==> src/rtl/max_search_stream.sv <==
// max_search_stream: streaming max/argmax search over a vector delivered `lanes` elements per beat.
//   clock_i, reset_n_i (async, active-low)
//   start_i/length_i   : begin a vector of length_i elements (0 or >number_of_data means number_of_data)
//   valid_i/data_i/ready_o : beat handshake, lane k at data_i[k*data_size +: data_size]
//   data_max_o/index_max_o/max_tree_done_o : result of the last completed vector, done is a level
module max_search_stream #(
  parameter int data_size      = 32,
  parameter int number_of_data = 10,
  parameter int lanes          = 2,
  parameter bit signed_mode    = 1'b0,
  localparam int LW = $clog2(number_of_data + 1),
  localparam int IW = (number_of_data > 1) ? $clog2(number_of_data) : 1
) (
  input  logic                       clock_i,
  input  logic                       reset_n_i,
  input  logic                       start_i,
  input  logic [LW-1:0]              length_i,
  input  logic                       valid_i,
  input  logic [lanes*data_size-1:0] data_i,
  output logic                       ready_o,
  output logic [data_size-1:0]       data_max_o,
  output logic [IW-1:0]              index_max_o,
  output logic                       max_tree_done_o
);
  localparam int CW = $clog2(number_of_data + lanes + 1);

  typedef enum logic [1:0] {IDLE, COLLECT, DRAIN, DONE} state_t;

  state_t               r_state;
  logic                 r_ready, r_done;
  logic [data_size-1:0] r_max, r_s1_val, r_acc_val;
  logic [IW-1:0]        r_idx, r_s1_idx, r_acc_idx;
  logic [CW-1:0]        r_len, r_base;
  logic                 r_s1_valid, r_s1_last, r_acc_valid, r_acc_last;

  logic [CW-1:0]        w_len;
  logic                 w_accept, w_last_beat;
  logic [data_size-1:0] w_t_val;
  logic [IW-1:0]        w_t_idx;

  // Strict "a beats b"; equal values never win, so the earlier index is kept on ties.
  // Sign-magnitude zeros of either sign are equal.
  function automatic logic gt(input logic [data_size-1:0] a, input logic [data_size-1:0] b);
    logic [data_size-2:0] ma, mb;
    ma = a[data_size-2:0];
    mb = b[data_size-2:0];
    if (signed_mode) return $signed(a) > $signed(b);
    if (ma == '0 && mb == '0) return 1'b0;
    if (a[data_size-1] != b[data_size-1]) return !a[data_size-1];
    return a[data_size-1] ? (ma < mb) : (ma > mb);
  endfunction

  assign w_len = (length_i == '0 || length_i > LW'(number_of_data)) ? CW'(number_of_data) : CW'(length_i);
  assign w_accept = r_ready && valid_i;
  assign w_last_beat = (r_base + CW'(lanes)) >= r_len;

  // Lane reduction of the current beat; lane 0 is always in range while collecting,
  // lanes past the vector length are masked out.
  always_comb begin
    w_t_val = data_i[data_size-1:0];
    w_t_idx = IW'(r_base);
    for (int k = 1; k < lanes; k++)
      if ((r_base + CW'(k)) < r_len && gt(data_i[k*data_size +: data_size], w_t_val)) begin
        w_t_val = data_i[k*data_size +: data_size];
        w_t_idx = IW'(r_base + CW'(k));
      end
  end

  always_ff @(posedge clock_i or negedge reset_n_i) begin
    if (!reset_n_i) begin
      r_state     <= IDLE;
      r_ready     <= 1'b0;
      r_done      <= 1'b0;
      r_max       <= '0;
      r_idx       <= '0;
      r_len       <= '0;
      r_base      <= '0;
      r_s1_valid  <= 1'b0;
      r_s1_last   <= 1'b0;
      r_s1_val    <= '0;
      r_s1_idx    <= '0;
      r_acc_valid <= 1'b0;
      r_acc_last  <= 1'b0;
      r_acc_val   <= '0;
      r_acc_idx   <= '0;
    end else begin
      r_s1_valid <= w_accept;
      r_s1_last  <= w_accept && w_last_beat;
      if (w_accept) begin
        r_s1_val <= w_t_val;
        r_s1_idx <= w_t_idx;
      end
      r_acc_last <= r_s1_valid && r_s1_last;
      if (r_s1_valid && (!r_acc_valid || gt(r_s1_val, r_acc_val))) begin
        r_acc_val <= r_s1_val;
        r_acc_idx <= r_s1_idx;
      end
      if (r_s1_valid) r_acc_valid <= 1'b1;
      case (r_state)
        IDLE, DONE:
          if (start_i) begin
            r_state     <= COLLECT;
            r_ready     <= 1'b1;
            r_done      <= 1'b0;
            r_base      <= '0;
            r_len       <= w_len;
            r_acc_valid <= 1'b0;
          end
        COLLECT:
          if (w_accept) begin
            r_base <= r_base + CW'(lanes);
            if (w_last_beat) begin
              r_state <= DRAIN;
              r_ready <= 1'b0;
            end
          end
        DRAIN:
          if (r_acc_last) begin
            r_max   <= r_acc_val;
            r_idx   <= r_acc_idx;
            r_done  <= 1'b1;
            r_state <= DONE;
          end
        default: r_state <= IDLE;
      endcase
    end
  end

  assign ready_o         = r_ready;
  assign data_max_o      = r_max;
  assign index_max_o     = r_idx;
  assign max_tree_done_o = r_done;
endmodule

==> config.mk <==
export PLATFORM = sky130hd
export DESIGN_NAME = max_search_stream
export DESIGN_NICKNAME = d
export VERILOG_FILES = /design/src/rtl/max_search_stream.sv
export SDC_FILE = /design/constraint.sdc
export NUM_CORES = 1
export LEC_CHECK = 0
export CAP_MARGIN = 20
export CORE_MARGIN = 8
export CORE_UTILIZATION = 57
export CTS_BUF_LIST = sky130_fd_sc_hd__clkbuf_4
export CTS_CLUSTER_DIAMETER = 120
export DETAILED_ROUTE_END_ITERATION = 6
export GPL_ROUTABILITY_DRIVEN = 0
export GPL_TIMING_DRIVEN = 1
export HOLD_SLACK_MARGIN = 0.08
export PLACE_DENSITY = 0.81
export SETUP_SLACK_MARGIN = 0.1
export SYNTH_ARGS = -nofsm -noshare
export SYNTH_HDL_FRONTEND = slang
export SYNTH_SLANG_ARGS = --single-unit
==> constraint.sdc <==
create_clock -name clock_i -period 3.5 [get_ports clock_i]
set_clock_uncertainty 0.2 [all_clocks]
set_input_delay 0.7 -clock clock_i [delete_from_list [all_inputs] [get_ports clock_i]]
set_output_delay 0.7 -clock clock_i [all_outputs]
set_load 0.03 [all_outputs]
==> impl_metrics.ini, run 1 <==
[synthesis]
netlist-cell-type-count = 55
seq_area_frac_synth_pct = 41.8
yosys_warnings = 0
avgSynthCellArea_um2 = 10.0
synth_nets = 877
syn-cell-area_mm2 = 0.00736
synth_edf_count = 0
synth_ff_type = dfrtp_1
synthArstFlopShare_pct = 100
synth-seq-cells = 123
synth_cells = 733

[global_route]
grt_max_degree = 100
grt_use_total_pct = 23.9
grt_overflow = 0
grt_pass1_wl_mm = 32.2
antenna_found_initial = 1
grt_pass1_vias = 6774

[timing]
hold_violations = 0
layout_setup_ws_ns = 0.0862
max_slew_margin_pct = 34.5
period_needed_ns = 3.41
fin_crit_sh_pct = 97.5
setup_viol = 0
worstMarginPinSlew_ns = 0.979
fin_hold_ws_ns = 0.290
final.setup.tns_ns = 0
rsz0062_at_grt = yes
max_freq_mhz = 293
maxSlewViolCount = 0

[pwr]
pwr_density_cell_mw_per_mm2 = 786
ir_worst_vdd_mv = 0.386
power.leakage_nw = 4.67

[worst_setup_path]
start_kind = primary input
crit_arrival_ns = 3.58
crit_type = primary input to flop
crit_path_max_fanout = 16
crit_path_end_kind = flop
critPathRequiredTime_ns = 3.66
worst-path-buf-inv = 4
worstPathCellList = clkdlybuf4s50_1 -> inv_1 -> ha_1 -> a21o_1 -> a221o_1 -> a221oi_2 -> o21ai_2 -> o21a_4 -> bufbuf_16 -> buf_4 -> o31ai_1 -> a31oi_1
crit_family = compound AO/OA/AOI/OAI gates
slowest_delay_ns = 0.49
worst_path_max_delay_cell = clkdlybuf4s50_1

[placed_design]
dp_hpwl_mm = 15.6
place_inst = 1073
dpl_worst_slack_ns = -0.561
place.port_buffers = 109

[finish]
nets = 1070
syn_to_final_growth_pct = 32.3
final_common_cell = dfrtp_1
fin_cells = 1111
fillers = 825
final_util_pct = 77.1
ff_latch_area_mm2 = 0.00308
drive_gt1_share_pct = 21.5
multi_input_area_mm2 = 0.00393
layout_common_cells = dfrtp_1 (123), clkdlybuf4s50_1 (104), buf_4 (94)

[drt]
routed_via_density = 5.97
drt_iter0_drc = 564
routed_wl_mm = 20.5
routedWlPerCell_um = 18.4
via_count = 6633
route.detailed.drc = 0
first_pass_iters = 5
antenna_left = 0

[die]
die_h_um = 130
fp-row-count = 41
start_util_pct = 58.3
die-width_um = 130
core_mm2 = 0.0126
dieArea_mm2 = 0.0168
io_pins = 110

[flow_run]
drv.max_cap_violation_count = 0

[cts]
cts_tree = yes
cts-root-buf = clkbuf_4
clock_latency_ns = 0.51
cts_inserted_buffers = 17
cts_sinks = 123
cts.path.max_buffers = 2
h-tree-depth = 4
cts.reportedPaths.clkPinSlew_ns = 0.10

[min_path]
hp-class = flop to flop

[status]
status = completed
-- cell usage after synthesis, types with 2 or more instances --
cell type	count	area, um^2
a211oi_1	3	22.5
a21o_1	4	30.0
a21oi_1	24	120
a221o_1	2	20.0
a221oi_1	3	26.3
a31oi_1	31	194
and2_1	2	12.5
and4_1	6	52.6
buf_1	3	11.3
buf_12	3	60.1
buf_2	2	10.0
clkbuf_1	28	105
dfrtp_1	123	3080
ha_1	72	901
inv_1	71	267
mux2_2	11	124
mux2_4	30	450
mux2i_1	2	20.0
nand2_1	63	236
nand2b_1	5	31.3
nand3_1	8	40.0
nand3b_1	2	15.0
nand4_1	15	93.8
nand4b_1	2	17.5
nor2_1	43	161
nor2b_1	3	18.8
nor3_1	5	25.0
nor4_1	30	188
o21a_1	3	22.5
o21ai_0	47	235
o21ai_1	2	10.0
o31ai_1	33	248
o41ai_1	2	17.5
or4b_1	24	240
or4b_2	6	60.1
-- kinds of logic (layout without fill, tap and decap cells) --
| logic type | after synthesis | count (layout) | share of synthesized area (%) |
|---|---|---|---|
| and+or+nand+nor | 220 | 221 | 17.0 |
| other | 0 | 1 | 0 |
| buffers and inverters | 108 | 312 | 6.31 |
| DFF | 123 | 123 | 41.8 |
| adders and majority gates | 72 | 72 | 12.2 |
| muxes | 43 | 43 | 8.08 |
| AOI/OAI and AO/OA | 167 | 167 | 14.6 |
-- metrics by stage --
| step | cell area, um^2 | power (mW) |
|---|---|---|
| 3_3_place_gp | 9260 | 6.30 |
| 2_1_floorplan | 7360 | 5.24 |
| 3_5_place_dp | 9260 | 6.57 |
| 4_1_cts | 9600 | 7.59 |
| 6_report | 9730 | 7.65 |
| 5_1_grt | 9730 | 8.12 |
-- final cells by class --
type                            count  area share, %
Antenna cell                        1         0.0257
Sequential cell                   123           31.6
Multi-Input combinational cell    503           40.4
Inverter                           71           2.74
Clock buffer                       20           1.54
Timing Repair Buffer              210           20.1
Tap cell                          172           2.21
Clock inverter                     11           1.31
-- metal layers --
layer,GRT usage [%],share of wire [%],up-vias
li1,-,-,3102
met1,30.4,43,3169
met2,39.2,48,307
met3,4.40,6.2,55
met4,10.6,2.8,0
met5,0,0,-
-- tightest hold or removal path, cell delays in order (launching register included) --
cell,delay (ns)
dfrtp_1,0.36
nand2_1,0.05
o21ai_0,0.06
-- where the power goes --
part	total, mW	leakage, nW	switching (mW)	internal, mW
clock network	0.994	0.161	0.490	0.504
logic	3.98	3.00	2.02	1.96
registers	2.67	1.50	0.607	2.06
-- registers in the layout (all words and copies together), names as in the netlist, 3 cells and up --
name	flops
index_max_o	4
r_base	3
r_acc_val	32
r_len	4
r_acc_idx	4
data_max_o	32
r_s1_idx	4
r_s1_val	32
-- path summary, 6_finish.rpt --
check                           slack, ns                         end  cells after the start                       start
worst min register to register       0.29  data_max_o[30]$_DFFE_PN0P_                      2  data_max_o[30]$_DFFE_PN0P_
min in group asynchronous            0.43       r_base[2]$_DFFE_PN0P_                      2                   reset_n_i
worst max-delay path                 0.09    r_s1_val[12]$_DFFE_PN0P_                     12                  data_i[23]
worst min-delay path                 0.29  data_max_o[30]$_DFFE_PN0P_                      2  data_max_o[30]$_DFFE_PN0P_
max in group asynchronous            1.82    r_s1_val[30]$_DFFE_PN0P_                      3                   reset_n_i
worst max register to register       0.21    r_acc_idx[2]$_DFFE_PN0P_                      9    r_s1_val[16]$_DFFE_PN0P_
-- timing repair --
action	CTS	global route
cloned	1	2
hold buffers	1	0
resized for setup	7	18
buffers inserted	0	2
hold endpoints to repair	24	0
setup endpoints to repair	14	31
pin swaps	4	9
No activity file was read; power rests on OpenSTA's default activity.
==> inputs of run 2 (changes only) <==
RECOVER_POWER = 100   (was not set)
==> impl_metrics.ini, run 2 (synthesized netlist as in run 1, its figures left out) <==
[worst_setup_path]
crit_family = compound AO/OA/AOI/OAI gates
worst-path-buf-inv = 4
crit_path_start = data_i[23]
reg2reg_to = r_acc_idx[2]$_DFFE_PN0P_
crit_path_end = r_s1_val[12]$_DFFE_PN0P_
crit_type = primary input to flop
crit_path_max_fanout = 16
start_kind = primary input
r2r_slack_ns = 0.12
worst_path_max_delay_cell = clkdlybuf4s50_1
slowest_delay_ns = 0.49
crit_path_end_kind = flop
critPathRequiredTime_ns = 3.64
worstPathCellList = clkdlybuf4s50_1 -> inv_1 -> ha_1 -> a21o_1 -> a221o_1 -> a221oi_2 -> o21ai_2 -> o21a_4 -> bufbuf_16 -> clkbuf_1 -> o31ai_1 -> a31oi_1
ff2ff_path_depth = 9
crit_cells = 12
timing.rr.start = r_s1_val[16]$_DFFE_PN0P_
crit_arrival_ns = 3.61

[placed_design]
placed_area_mm2 = 0.00926
place.port_buffers = 109
dpl_worst_slack_ns = -0.561
dp_hpwl_mm = 15.6

[die]
start_util_pct = 58.3
core_mm2 = 0.0126
fp-row-count = 41
die-width_um = 130
io_pins = 110
dieArea_mm2 = 0.0168
die_h_um = 130

[finish]
syn_to_final_growth_pct = 30.3
nets = 1070
fin_area_mm2 = 0.00959
final_common_cell = dfrtp_1
drive_gt1_share_pct = 17.9
layout_common_cells = dfrtp_1 (123), buf_4 (87), ha_1 (70)

[cts]
cts_inserted_buffers = 17
clock_latency_ns = 0.51
cts-root-buf = clkbuf_4
cts_sinks = 123
cts.reportedPaths.clkPinSlew_ns = 0.10
h-tree-depth = 4
cts.path.max_buffers = 2
cts_tree = yes

[timing]
final.setup.tns_ns = 0
worstMarginPinSlew_ns = 1.74
fin_crit_sh_pct = 99.1
setup_viol = 0
maxSlewViolCount = 67
hold_violations = 0
layout_setup_ws_ns = 0.0326
period_needed_ns = 3.47
rsz0062_at_grt = yes
max_freq_mhz = 288
max_slew_margin_pct = -16.1

[min_path]
whs_path_depth = 2
min_from = data_max_o[30]$_DFFE_PN0P_
hp-class = flop to flop

[global_route]
grt_max_degree = 100
antenna_found_initial = 1
grt_use_total_pct = 23.9
grt_pass1_vias = 6774
grt_pass1_wl_mm = 32.2
grt_overflow = 0

[drt]
via_count = 6654
routed_wl_mm = 20.4
drt_iter0_drc = 669
route.detailed.drc = 0
routedWlPerCell_um = 18.4
antenna_left = 0
routed_via_density = 5.99
first_pass_iters = 5

[pwr]
power.leakage_nw = 4.62
ir_worst_vdd_mv = 0.313
pwr_density_cell_mw_per_mm2 = 754

[flow_run]
drv.max_cap_violation_count = 1

[status]
status = finished, violations left
violations = max-capacitance violations, max-slew violations
[run 2: changes by cell type in the layout (fill, tap and decap cells not counted), sizes merged]
cell and delta:
clkdlybuf4s50 -40, dlygate4sd3 +40, buf -7, clkbuf +7
[run 2: layer usage]
| metal | part of all wire (%) | routed length (um) | vias up | global-route usage (%) |
|---|---|---|---|---|
| li1 | - | - | 3107 | - |
| met1 | 43 | 8690 | 3182 | 30.4 |
| met2 | 48 | 9780 | 306 | 39.2 |
| met3 | 6.6 | 1360 | 59 | 4.40 |
| met4 | 2.8 | 578 | 0 | 10.6 |
| met5 | 0 | 0 | - | 0 |
[run 2: worst register-to-register path, cell delays in order (launching register included)]
cell	delay, ns
dfrtp_1	0.44
ha_1	0.34
a21oi_1	0.18
o21ai_1	0.10
a221o_1	0.36
a2111o_1	0.47
or3_1	0.38
o311a_2	0.15
clkbuf_2	0.25
mux2_1	0.38
[run 2: where the power goes]
part | leakage, nW | switching, mW | internal (mW)
clock | 0.161 | 0.490 | 0.504
sequential | 1.50 | 0.578 | 2.06
combinational | 2.95 | 1.98 | 1.61
total | 4.62 | 3.05 | 4.18
[run 2: worst min path at each step]
stage,endpoint
finish,data_max_o[30]$_DFFE_PN0P_
global route,data_max_o[21]$_DFFE_PN0P_
CTS,data_max_o[21]$_DFFE_PN0P_
detailed placement,r_acc_last$_DFF_PN0_
global placement,r_acc_last$_DFF_PN0_
floorplan,data_max_o[0]$_DFFE_PN0P_
[run 2: what timing repair did]
| item | in CTS | in global routing |
|---|---|---|
| buffers inserted | 0 | 2 |
| pin swaps | 4 | 9 |
| endpoints found under the setup margin | 14 | 31 |
| cloned | 1 | 2 |
| hold endpoints to repair | 24 | 0 |
| gates resized for setup | 7 | 18 |
| hold buffers | 1 | 0 |
[run 2: cell type report]
| cell class | count | area (um^2) |
|---|---|---|
| Timing Repair Buffer | 210 | 1920 |
| Tap cell | 172 | 215 |
| Sequential cell | 123 | 3080 |
| Antenna cell | 1 | 2.50 |
| Inverter | 71 | 267 |
| Clock inverter | 11 | 128 |
| Multi-Input combinational cell | 503 | 3820 |
| Clock buffer | 20 | 150 |
| Fill cell | 872 | 3030 |
[run 2: per-stage QoR]
| stage | power (mW) | util [%] | std cells | hold WS [ns] |
|---|---|---|---|---|
| after floorplan | 5.24 | - | 733 | 0.204 |
| after global placement | 6.30 | 73.4 | 1073 | 0.243 |
| after detailed placement | 6.57 | 73.4 | 1073 | 0.255 |
| after CTS | 7.59 | 76.1 | 1106 | 0.294 |
| after global routing | 7.70 | 76.0 | 1111 | 0.301 |
| final | 7.23 | 76.0 | 1111 | 0.284 |
